### src/rtl/reg_file_4x8.sv
// 4-entry register file (r0 hardwired zero), 1 write port, 2 independent read ports.
// Latency: reads registered, 1 cycle; write data bypasses to a same-cycle read of the same address.
// Backpressure: none; every write with a non-zero address is accepted in the cycle presented.
module reg_file_4x8 #(
  parameter int WIDTH = 8
) (
  input  logic             clk,
  input  logic             reset,
  input  logic             wr_en,
  input  logic [1:0]       wr_addr,
  input  logic [WIDTH-1:0] wr_data,
  input  logic [1:0]       rd_addr_a,
  input  logic [1:0]       rd_addr_b,
  output logic [WIDTH-1:0] rd_data_a,
  output logic [WIDTH-1:0] rd_data_b,
  output logic [3:0]       written,
  output logic [7:0]       wr_count
);

  // One-hot write enables for the stored registers; address 00 decodes to
  // nothing because r0 has no storage.
  logic [3:1]       wr_en_dec;
  logic             wr_accept;

  logic [WIDTH-1:0] r1_q, r1_d;
  logic [WIDTH-1:0] r2_q, r2_d;
  logic [WIDTH-1:0] r3_q, r3_d;
  logic [WIDTH-1:0] rd_data_a_q, rd_data_a_d;
  logic [WIDTH-1:0] rd_data_b_q, rd_data_b_d;
  logic [3:1]       written_q, written_d;
  logic [7:0]       wr_count_q, wr_count_d;

  // Read mux over next-state register values, so a write in the same cycle
  // is forwarded. Any select outside 01..11 (including X) yields zero and
  // only ever reaches the read output flops.
  function automatic logic [WIDTH-1:0] rd_mux(
    input logic [1:0]       sel,
    input logic [WIDTH-1:0] v1,
    input logic [WIDTH-1:0] v2,
    input logic [WIDTH-1:0] v3
  );
    logic [WIDTH-1:0] res;
    res = '0;
    case (sel)
      2'b01:   res = v1;
      2'b10:   res = v2;
      2'b11:   res = v3;
      default: res = '0;
    endcase
    return res;
  endfunction

  // Write address decode and accept qualification.
  always_comb begin
    wr_en_dec = '0;
    if (wr_en) begin
      case (wr_addr)
        2'b01:   wr_en_dec[1] = 1'b1;
        2'b10:   wr_en_dec[2] = 1'b1;
        2'b11:   wr_en_dec[3] = 1'b1;
        default: wr_en_dec    = '0;
      endcase
    end
    wr_accept = |wr_en_dec;
  end

  // Next-state for storage, written flags, saturating counter and read data.
  always_comb begin
    r1_d        = wr_en_dec[1] ? wr_data : r1_q;
    r2_d        = wr_en_dec[2] ? wr_data : r2_q;
    r3_d        = wr_en_dec[3] ? wr_data : r3_q;
    written_d   = written_q | wr_en_dec;
    wr_count_d  = wr_count_q;
    if (wr_accept && (wr_count_q != 8'hFF)) begin
      wr_count_d = wr_count_q + 8'd1;
    end
    rd_data_a_d = rd_mux(rd_addr_a, r1_d, r2_d, r3_d);
    rd_data_b_d = rd_mux(rd_addr_b, r1_d, r2_d, r3_d);
  end

  // State registers; reset wins over a simultaneous write.
  always_ff @(posedge clk) begin
    if (reset) begin
      r1_q        <= '0;
      r2_q        <= '0;
      r3_q        <= '0;
      rd_data_a_q <= '0;
      rd_data_b_q <= '0;
      written_q   <= '0;
      wr_count_q  <= '0;
    end else begin
      r1_q        <= r1_d;
      r2_q        <= r2_d;
      r3_q        <= r3_d;
      rd_data_a_q <= rd_data_a_d;
      rd_data_b_q <= rd_data_b_d;
      written_q   <= written_d;
      wr_count_q  <= wr_count_d;
    end
  end

  assign rd_data_a = rd_data_a_q;
  assign rd_data_b = rd_data_b_q;
  assign written   = {written_q, 1'b0};
  assign wr_count  = wr_count_q;

endmodule

### config.mk
export PLATFORM = sky130hd
export DESIGN_NAME = reg_file_4x8
export DESIGN_NICKNAME = d
export VERILOG_FILES = /design/src/rtl/reg_file_4x8.sv
export SDC_FILE = /design/constraint.sdc
export NUM_CORES = 1
export LEC_CHECK = 0
export BUFFER_PORTS_ARGS = -buffer_cell sky130_fd_sc_hd__buf_2
export CAP_MARGIN = 10
export CELL_PAD_IN_SITES_DETAIL_PLACEMENT = 1
export CELL_PAD_IN_SITES_GLOBAL_PLACEMENT = 1
export CORE_ASPECT_RATIO = 1.5
export CORE_MARGIN = 3
export CORE_UTILIZATION = 44
export DETAILED_ROUTE_END_ITERATION = 12
export PLACE_DENSITY = 0.88
export SLEW_MARGIN = 30
export SYNTH_ARGS = -nofsm -noshare
export SYNTH_HDL_FRONTEND = slang
export SYNTH_SLANG_ARGS = --single-unit
export TNS_END_PERCENT = 50
### constraint.sdc
create_clock -name clk -period 2.8 [get_ports clk]
set_input_delay 0.42 -clock clk [delete_from_list [all_inputs] [get_ports clk]]
set_output_delay 0.42 -clock clk [all_outputs]
set_load 0.005 [all_outputs]
## Word-level counts from Yosys, hierarchy flattened

Index checks and enable logic that the tools add are counted.

| cells by class | value |
|---|---|
| $add $sub $neg | 1 |
| multiply operators | 0 |
| divide/modulo/power cells | 0 |
| $lt $le $gt $ge | 0 |
| equality and inequality tests | 10 |
| shift-type cells | 0 |
| multiplexer cells | 9 |
| bitwise gates (word level) | 1 |
| reductions and logical operators | 2 |

Operators by type and width:

| kind | number |
|---|---|
| case mux 8 bit (3 select lines) | 2 |
| two-way mux 8 bit | 3 |
| == test 2 bit (second input constant) | 6 |
| adder 8 x 1 -> 8 bit (second input constant) | 1 |
| != test 8 bit (second input constant) | 1 |
| == test 2 x 1 -> 1 bit (second input constant) | 3 |
| two-way mux 1 bit | 3 |
| two-way mux 3 bit | 1 |
| OR 3 bit | 1 |
| OR reduction 3 bit | 1 |
| logical AND 1 bit | 1 |

| storage, ports and cells | value |
|---|---|
| register bits after elaboration | 51 |
| latch bits | 0 |
| RAM bits | 0 |
| bits in read-only memories | 0 |
| output and inout bits | 28 |
| memories | 0 |

## Logic depth before layout (Yosys ltp)

Gate-level depths: netlist of the first run.

| logic depth | value |
|---|---|
| word-level depth | 5 |
| mapped depth | 6 |

## Least setup slack after synthesis of the first run

OpenSTA, ideal clock, no wires.

| path | value |
|---|---|
| path type | in2reg |
| from | input port wr_en |
| to | register rd_data_a_q[2] (netlist: rd_data_a[2]) |
| data arrival time | 1,347 ps |
| data required time | 2,680 ps |
| setup slack | 1,333 ps |
| stages on the path | 6 |
| path buffers | 2 |
| cells stage by stage | buf_2 nand3b_1 buf_4 mux2i_1 nor2_1 a211o_1 |

| on the way | value |
|---|---|
| longest elaborated chain between the ends | 3 |

Ends and longest elaborated chain:

| element | line | text |
|---|---|---|
| from (decl) | 9 | `input logic wr_en,` |
| two-way mux 3 bit (*) | 56 | `if (wr_en) begin` |
| two-way mux 8 bit, on equally long branches | 71, 69, 70 |  |
| case mux 8 bit (3 select lines) (*) | 44 | `case (sel)` |
| to (signal assigned) | 95 | `rd_data_a_q <= rd_data_a_d;` |
| to (decl) | 28 | `logic [WIDTH-1:0] rd_data_a_q, rd_data_a_d;` |

Mark *: on every way between the ends. The rest lies on a longest branch, timed or not.
A chain may end at the register's enable or synchronous reset.

## Final worst setup path of the first run

| path | value |
|---|---|
| from | input port wr_addr[0] |
| to | register rd_data_a_q[3] (netlist: rd_data_a[3]) |

| on the way | value |
|---|---|
| longest elaborated chain between the ends | 5 |

Ends and longest elaborated chain:

| element | line | text |
|---|---|---|
| from (decl) | 10 | `input logic [1:0] wr_addr,` |
| == test 2 bit / == test 2 x 1 -> 1 bit (equally long branches) | 57 | `case (wr_addr)` |
| two-way mux 1 bit | 57 |  |
| two-way mux 3 bit (*) | 56 |  |
| two-way mux 8 bit, on equally long branches | 71, 69, 70 |  |
| case mux 8 bit (3 select lines) (*) | 44 |  |

Marks and branches as above.

==> results of run 1 <==
[metrics by stage]
stage / cells / utilization
4_1_cts: 318 / 0.528
6_report: 318 / 0.528
2_1_floorplan: 219 / -
3_5_place_dp: 312 / 0.512
3_3_place_gp: 312 / 0.512
5_1_grt: 318 / 0.528
[final timing paths]
| check | from | to | cells after the start |
|---|---|---|---|
| max | wr_addr[0] | rd_data_a[3] | 5 |
| max reg2reg | wr_count[0] | wr_count[1] | 5 |
| min | wr_data[4] | r1_q[4] | 3 |
| min reg2reg | written_q[2] | written_q[2] | 2 |
[layer usage]
metal,vias to the layer above,track usage
met5,-,0
met4,0,0.0700
met3,7,0.0359
met2,43,0.353
met1,844,0.214
li1,849,-
[worst min-delay path, cell delays in order]
cell	delay, ps
buf_2	130
nand2_1	60
a21oi_1	50
[cell usage after synthesis, drive strengths merged]
cell type / count / area, µm²
mux2i: 17 / 170
or3b: 2 / 17.5
or2: 1 / 6.26
conb: 1 / 3.75
dfxtp: 51 / 1020
clkbuf: 5 / 18.8
o31ai: 3 / 22.5
nand3b: 2 / 27.5
inv: 2 / 7.51
nand2b: 2 / 12.5
o21bai: 1 / 7.51
o21a: 1 / 8.76
o22ai: 14 / 87.6
a21oi: 5 / 25.0
nor2: 27 / 101
nand3: 5 / 25.0
nor4: 1 / 6.26
nor3: 6 / 30.0
o221ai: 2 / 17.5
o21ai: 10 / 50.0
buf: 10 / 66.3
and3: 1 / 6.26
o32ai: 1 / 8.76
o2bb2ai: 1 / 8.76
a211o: 4 / 35.0
nor2b: 9 / 56.3
xor2: 5 / 43.8
ha: 1 / 12.5
a31oi: 3 / 18.8
nor3b: 1 / 7.51
o211ai: 2 / 28.8
mux2: 9 / 105
nand4: 2 / 12.5
nand2: 10 / 37.5
or3: 2 / 12.5
[state kept, by name, summed over array words and instances (netlist names)]
name,count
wr_count,8
rd_data_b,8
r3_q,8
r1_q,8
rd_data_a,8
written_q,3
r2_q,8
[logic make-up (layout without fill, tap and decap cells)]
group / count (synthesis) / in the layout / synth area share
simple gates: 71 / 71 / 0.169
flops: 51 / 51 / 0.480
compound gates: 47 / 47 / 0.150
mux: 26 / 26 / 0.129
buf+inv: 17 / 52 / 0.0435
xor+xnor: 5 / 5 / 0.0206
fa+ha+maj: 1 / 1 / 0.00588
other cells: 1 / 1 / 0.00176
[power breakdown]
part,total [mW],switching (mW),internal (mW)
combinational,0.150,0.0882,0.0620
sequential,0.761,0.0104,0.751
clock,0.388,0.221,0.167
[cell type report]
class	count	area [µm²]
Tap cell	64	80.1
Multi-Input combinational cell	151	1010
Inverter	2	7.51
Sequential cell	51	1020
Clock buffer	6	72.6
Fill cell	565	2160
Timing Repair Buffer	44	223
==> run metrics, run 1 <==
post-route ant nets 0; initial antenna violation count 0; most frequent cells in the layout dfxtp_1 (51), buf_2 (43), nor2_1 (27), mux2i_1 (17), o22ai_1 (14); syn nets 237; cell row count 30; Placement Setup Slack 777 ps; Mapped Area approximately 2100 µm²; placed instance area 2340 µm²; Syn. warnings 0; GP Congestion 0.800; R2R Setup Slk about 1300 ps; DRC 0; vias approximately 1700; pin count of the biggest net entering global routing 47; DP HPWL 3660 µm; wire per inst 16.0 µm; fin crit share 0.609; clock tree sinks 51; Die Y 91.2 µm; CP peak stage delay 580 ps; DR vias/cell 5.48; final hold violations 0; number of diodes 0; Die X 62.8 µm; Final Power 1.30 mW; slowest CP cell nand3b_1; metal2 WL 2690 µm; area of the core 4580 µm²; outcome complete, no violations; Worst Path Max Fanout 9; IO Port Bufs between 40 and 50; sequential area share after synthesis 0.480; flops & latches, synth 51; Pre-antenna DRT Iters 4; pwr dens ~540 nW/µm²; Worst Tran Pin Value roughly 800 ps; Gate Count Post-Synth ~220; Largest delay share family, worst path simple AND/OR/NAND/NOR gates; syn avg cell area 9.71 µm²; min cycle time layout 1710 ps; Hold/Removal Path Class input port to register; TritonCTS clock tree done; RSZ-0062 raised after global routing false; Setup WS post-layout ~1100 ps; Max-Cap Viols 0; number of buffers created by CTS 5; Crit. End Element register; Worst-Skew Late Latency 290 ps; Met3 Wirelength 193 µm; vias in the first global route around 1800; Worst EP arrival 1900 ps; Worst setup SP type input port; Sum Neg Setup Slack 0 ps; Worst IR Drop VDD 276 µV; Bufs on Longest Clock Path 2; routed wire length 5080 µm; CP cell instances buf_2, nand3b_1, mux2i_1, nor2_1, a211o_1; post-route cell area 2420 µm²; clk_skew 2.40 ps; hold buffers post-CTS 0; WL met1 2110 µm; Setup Buffers After CTS 0; Max-slew headroom 0.477; Starting DRT DRC Count 78; Pins Over Slew Limit 0; GRT Residual Overflow 0; Top Ports between 40 and 50; commonest non-fill, non-tap cell in the layout dfxtp_1; post_cts resized 0; hold_ws 407 ps; Final nets 273; Clock transition at path regs 80 ps; global-route wire length before repair 8710 µm; Setup-failing EPs final 0; kind of critical path input port to register; crit path buf inv count 1; top sig layer met4; Pleak 1.14 nW; fmax a little under 600 MHz; GRT Total Usage 0.191; count of cell types in the netlist 43; Die ar. about 5700 µm²; area grow syn2layout 13.6%; clock root buffer clkbuf_8; Initial Util 0.464; share of cells above drive strength 1 0.232; H-tree depth 2; WP data required around 3000 ps
(Power assumes the default switching activity.)
==> run 2, diff against run 1 <==
--- a/config.mk
+++ b/config.mk
@@ -5,15 +5,16 @@
 export SDC_FILE = /design/constraint.sdc
 export NUM_CORES = 1
 export LEC_CHECK = 0
+export ABC_AREA = 1
 export BUFFER_PORTS_ARGS = -buffer_cell sky130_fd_sc_hd__buf_2
 export CAP_MARGIN = 10
 export CELL_PAD_IN_SITES_DETAIL_PLACEMENT = 1
 export CELL_PAD_IN_SITES_GLOBAL_PLACEMENT = 1
 export CORE_ASPECT_RATIO = 1.5
 export CORE_MARGIN = 3
-export CORE_UTILIZATION = 44
+export CORE_UTILIZATION = 38
 export DETAILED_ROUTE_END_ITERATION = 12
-export PLACE_DENSITY = 0.88
+export PLACE_DENSITY = 0.83
 export SLEW_MARGIN = 30
 export SYNTH_ARGS = -nofsm -noshare
 export SYNTH_HDL_FRONTEND = slang
==> constraint.sdc (replaced) <==
create_clock -name clk -period 1.6 [get_ports clk]
set_input_delay 0.24 -clock clk [delete_from_list [all_inputs] [get_ports clk]]
set_output_delay 0.24 -clock clk [all_outputs]
set_load 0.005 [all_outputs]
==> run 2 against run 1 <==
  * Clock skew grew 6.3 ps
  * Flip-flop and latch count did not move
  * First-iteration DRC count rose by 27%
  * Critical path type is now register to register
  * Highest routed layer unchanged
==> run metrics, run 2 <==
outcome complete, no violations; r2r endpoint wr_count[3]; clk_skew 8.73 ps (+6.33 ps); Final Power 2.46 mW (+90%); mux contribution to synthesized area 0 (-0.129); clock root buffer clkbuf_8; RSZ-0062 raised after global routing false; hold path depth 5 (+2); number of buffers created by CTS 5 (unchanged); syn avg cell area 6.42 µm² (-34%); DRC 0 (unchanged); Post-synth EDFFs 0 (unchanged); Die Y 103 µm (+13%); share of cells above drive strength 1 0.171 (-0.0610); Hold/Removal Path Class input port to register; fmax around 700 MHz; Critical path origin wr_count[1]; R2R Setup Slk 180 ps (-1090 ps); post-route cell area 2870 µm² (+19%); adder-cell share of the synthesized area 0.00525 (-0.000633); Final nets 449 (+64%); internal power 1.76 mW (+80%); Pins Over Slew Limit 0 (unchanged); Synth area leaders dfxtp_1 (43%), nand2_1 (18%), nand3_1 (15%); wire per inst 14.4 µm (-9.7%); area of the core 5960 µm² (+30%); placed insts 494 (+58%); flops & latches, synth 51 (unchanged); Pre-antenna DRT Iters 4 (unchanged); Max-Cap Viols 0 (unchanged); Yosys top cell by area dfxtp_1; number of diodes 0 (unchanged); vias in the first global route 2676 (+50%); final hold violations 0 (unchanged); initial antenna violation count 0 (unchanged); Synth Area in Compound Gates 0.0115 (-0.138); reg2reg path depth 7 (+2); xor/xnor share of the synthesized area 0.00367 (-0.0169); GRT Residual Overflow 0 (unchanged); Die ar. 7280 µm² (+27%); fin crit share 0.888; clock tree sinks 51 (unchanged); Seq. cell area 1020 µm² (unchanged); Filler Cell Count 842 (+49%); post-route ant nets 0 (unchanged); post-synth top area share 0.428 (-0.0517); DR vias/cell 5.07 (-7.5%); WP data required 1790 ps (-1200 ps); Clock transition at path regs 100 ps (+20 ps); area of the multi-input gates 1080 µm² (+6.4%); simple logic cell fraction of the synthesized area 0.428 (+0.260); synth cell count leaders nand2_1 (114), nand3_1 (73), inv_1 (64); placed instance area 2770 µm² (+18%); Worst Path Max Fanout 9 (unchanged); Gate Count Post-Synth 371 (+69%); routed wire length 7270 µm (+43%); kind of critical path register to register; hold buffers post-CTS 0 (unchanged); IO Port Bufs 43 (unchanged); Top Ports 45 (unchanged); most frequent cells in the layout nand2_1 (113), nand3_1 (73), inv_1 (64), dfxtp_1 (51), buf_2 (43); global-route wire length before repair 12100 µm (+38%); NetSw 0.701 mW (+120%); Syn. warnings 0 (unchanged); Pleak 1.59 nW (+39%); min cycle time layout 1420 ps; RR Startpoint wr_count[1]; sequential area share after synthesis 0.428 (-0.0517); TritonCTS clock tree done; syn nets 389 (+64%); sequential share of power 0.547 (-0.039); pin count of the biggest net entering global routing 32 (-32%); count leader, synth nand2_1; H-tree depth 2 (unchanged); Die X 70.7 µm (+13%); Worst IR Drop VDD 341 µV (+23%); Crit. End Element register; Post-synth top flop dfxtp_1; FFs w/ async S/R, synth 0 (unchanged); GP Congestion 0.848 (+6.0%); Starting DRT DRC Count 99 (+27%); Worst EP arrival 1610 ps (-290 ps); switching share of total power 0.284 (+0.0387); vias 2554 (+47%); DP HPWL 5250 µm (+43%); Finished Layout Cells 504 (+58%); hold_ws 315 ps (-91.3 ps); Setup WS post-layout 180 ps (-914 ps); Worst-Skew Late Latency 310 ps (+20 ps); commonest non-fill, non-tap cell in the layout nand2_1; Sum Neg Setup Slack 0 ps (unchanged); Worst setup SP type register; cell row count 34 (+13%); clock power share 0.301 (+0.003); Initial Util 0.400 (-0.0643); Bufs on Longest Clock Path 2 (unchanged); Mapped Area 2380 µm² (+12%); area grow syn2layout 20.5%; Setup-failing EPs final 0 (unchanged); GRT Total Usage 0.212 (+0.0209); Comb pwr share 0.152 (+0.036); Placement Setup Slack 137 ps (-639 ps); critical path endpoint wr_count[3]; pwr dens 858 nW/µm² (+60%); count of cell types in the netlist 22 (-49%); largest family of logic cells by synthesized area simple AND/OR/NAND/NOR gates; final core utilization 0.482 (-0.0455)
==> run 2: power by group through the flow <==
stage | Sequential, mW | Clock (mW) | Combinational [mW]
2_1_floorplan | 1.38 | 0 | 0.218
3_3_place_gp | 1.37 | 0 | 0.360
3_5_place_dp | 1.38 | 0 | 0.373
4_1_cts | 1.35 | 0.759 | 0.378
5_1_grt | 1.35 | 0.802 | 0.431
6_report | 1.35 | 0.741 | 0.376
==> run 2: metal layers <==
layer	wire length, µm	vias to the layer above	track usage
met2	3920	67	0.418
met3	310	23	0.0283
li1	-	1255	-
met1	2740	1209	0.217
met4	296	0	0.103
met5	0	-	0
==> run 2: kinds of logic (layout without fill, tap and decap cells) <==
group / count (synthesis) / after routing
AND/OR/NAND/NOR: 240 / 240
buffers and inverters: 72 / 133
flip-flops: 51 / 51
AO/OA/AOI/OAI: 5 / 5
adder cells (fa/ha/maj): 1 / 1
other: 1 / 1
XOR/XNOR: 1 / 1
==> run 2: layout make-up <==
| cell class | instances | area share |
|---|---|---|
| repair buffers | 60 | 0.124 |
| flip-flops and latches | 51 | 0.355 |
| well taps | 72 | 0.0314 |
| multi-input cells | 248 | 0.375 |
| clock inverters | 3 | 0.00523 |
| clock buffers | 5 | 0.0240 |
| inverters | 65 | 0.0849 |
==> run 2: worst min-delay path by stage <==
stage                         endpoint         start  slack, ps
final                          r1_q[7]    wr_data[7]        320
after global routing           r1_q[2]    wr_data[2]        370
after CTS                      r1_q[7]    wr_data[7]        310
after detailed placement  written_q[3]  written_q[3]        450
after global placement    written_q[3]  written_q[3]        450
after floorplan            wr_count[0]         reset        310
==> run 2: critical path, stage by stage, from the launching register on <==
cell and delay (ps):
dfxtp_1 400, ha_1 200, nand2_1 90, nor2_2 130, nand2_2 150, buf_4 180
nand3_1 80, a21oi_1 70
==> run 2: repair_timing <==
action	in CTS	in global routing
buffers inserted	0	2
resized for setup	0	2
setup endpoints to repair	0	6
==> run 3, diff against run 2 <==
--- a/config.mk
+++ b/config.mk
@@ -15,6 +15,7 @@
 export CORE_UTILIZATION = 38
 export DETAILED_ROUTE_END_ITERATION = 12
 export PLACE_DENSITY = 0.83
+export RECOVER_POWER = 100
 export SLEW_MARGIN = 30
 export SYNTH_ARGS = -nofsm -noshare
 export SYNTH_HDL_FRONTEND = slang
==> run 3 against run 2 <==
  * Core utilization fell by 0.71 points
  * Wire length rose by 0.18%
  * Final cell count did not move
  * Non-clock buffer count did not move
  * Highest routed layer unchanged
  * Fmax fell by 0.33%
  * Setup slack got worse by 4.7 ps
  * Clock power barely moved
  * Clock skew rose by 0.63 ps
  * Flip-flop and latch count did not move
  * Largest cell class unchanged
  * Global-route usage did not move
  * Via count rose by 0.23%
==> run metrics, run 3 (synthesis gave the netlist of run 2 again) <==
outcome complete, no violations; GRT Total Usage 0.212 (unchanged); Worst IR Drop VDD 337 µV (-1.2%); Final nets 449 (unchanged); routed wire length 7280 µm (+0.18%); DR vias/cell 5.08 (+0.23%); Crit. End Element register; number of buffers created by CTS 5 (unchanged); WP data required 1790 ps (about the same); cell row count 34 (unchanged); Comb pwr share 0.149 (-0.003); internal power 1.75 mW (-0.47%); Die Y 103 µm (unchanged); Starting DRT DRC Count 108 (+9.1%); pwr dens 868 nW/µm² (+1.2%); area of the multi-input gates 1070 µm² (-0.70%); Pre-antenna DRT Iters 4 (unchanged); final hold violations 0 (unchanged); RSZ-0062 raised after global routing false; fin crit share 0.890 (+0.00292); share of cells above drive strength 1 0.125 (-0.0463); wire per inst 14.4 µm (+0.18%); vias 2560 (+0.23%); RR Startpoint wr_count[1]; Sum Neg Setup Slack 0 ps (unchanged); hold_ws 315 ps (-0.168 ps); clock tree sinks 51 (unchanged); Die X 70.7 µm (unchanged); Setup-failing EPs final 0 (unchanged); sequential share of power 0.549 (+0.002); H-tree depth 2 (unchanged); Worst Tran Pin Value 562 ps; Worst Path Max Fanout 9 (unchanged); Max-slew headroom 0.626; post-route ant nets 0 (unchanged); Filler Cell Count 847 (+0.59%); area grow syn2layout 18.7%; Initial Util 0.400 (unchanged); Top Ports 45 (unchanged); clock power share 0.302 (about the same); commonest non-fill, non-tap cell in the layout nand2_1; Final Power 2.46 mW (-0.31%); Worst setup SP type register; TritonCTS clock tree done; Seq. cell area 1020 µm² (unchanged); Placement Setup Slack 137 ps (unchanged); global-route wire length before repair 12100 µm (unchanged); Die ar. 7280 µm² (unchanged); Critical path origin wr_count[1]; Hold Startpoint wr_data[7]; GP Congestion 0.848 (unchanged); GRT Residual Overflow 0 (unchanged); pin count of the biggest net entering global routing 32 (unchanged); hold buffers post-CTS 0 (unchanged); final core utilization 0.475 (-0.00714); switching share of total power 0.286 (+0.00121); DP HPWL 5250 µm (unchanged); clk_skew 9.36 ps (+0.631 ps); Setup WS post-layout 175 ps (-4.67 ps); Worst EP arrival 1620 ps (about the same); DRC 0 (unchanged); Bufs on Longest Clock Path 2 (unchanged); Max-Cap Viols 0 (unchanged); Worst-Skew Late Latency 310 ps (about the same); fmax 702 MHz (-0.33%); Clock transition at path regs 100 ps (about the same); clock root buffer clkbuf_8; Hold/Removal Path Class input port to register; initial antenna violation count 0 (unchanged); vias in the first global route 2676 (unchanged); Pins Over Slew Limit 0 (unchanged); NetSw 0.701 mW (+0.12%); most frequent cells in the layout nand2_1 (113), nand3_1 (74), inv_1 (64), dfxtp_1 (51), nor2_1 (43); area of the core 5960 µm² (unchanged); Pleak 1.52 nW (-4.7%); number of diodes 0 (unchanged); IO Port Bufs 43 (unchanged); kind of critical path register to register; min cycle time layout 1420 ps (+4.67 ps)
[run 3: changes by cell type in the layout (fill, tap and decap cells not counted)]
cell	change
nor2_1	+1
clkbuf_1	+18
nand3_2	-1
buf_2	-13
nor2_2	-1
buf_4	-7
clkbuf_4	+2
nand3_1	+1
[run 3: metrics by stage]
step                cells  area (µm²)
global route          504        2830
finish                504        2830
floorplan             371        2380
CTS                   502        2850
detailed placement    494        2770
global placement      494        2770
[run 3: metal layers]
metal / share of wire / routed length, µm / track usage
met3: 0.034 / 244 / 0.0283
met4: 0.040 / 294 / 0.103
met2: 0.54 / 3950 / 0.418
met5: 0 / 0 / 0
met1: 0.38 / 2790 / 0.217
[run 3: layout make-up]
cell class / count / area share
clock inverters: 3 / 0.00531
inverters: 65 / 0.0862
repair buffers: 60 / 0.113
multi-input cells: 248 / 0.378
flip-flops and latches: 51 / 0.361
clock buffers: 5 / 0.0243
well taps: 72 / 0.0318
[run 3: final timing paths]
check | to | slack [ps] | cells after the start
setup reg to reg | wr_count[3] | 180 | 7
hold / removal | r1_q[7] | 320 | 5
hold reg to reg | written_q[3] | 470 | 1
setup / recovery | wr_count[3] | 180 | 7
[run 3: repair_timing]
item	CTS	global route
gates resized for setup	0	2
buffers inserted	0	2
setup endpoints to repair	0	6
[run 3: critical path: stages, from the launching register on]
cell and delay (ps):
dfxtp_1 410, ha_1 210, nand2_1 90, nor2_2 130, nand2_2 150, clkbuf_4 180
nand3_1 80, a21oi_1 70
[run 3: power groups by stage]
stage	combinational [mW]	clock [mW]	sequential [mW]
6_report	0.367	0.742	1.35
5_1_grt	0.421	0.802	1.35
4_1_cts	0.378	0.759	1.35
3_5_place_dp	0.373	0	1.38
3_3_place_gp	0.360	0	1.37
2_1_floorplan	0.218	0	1.38
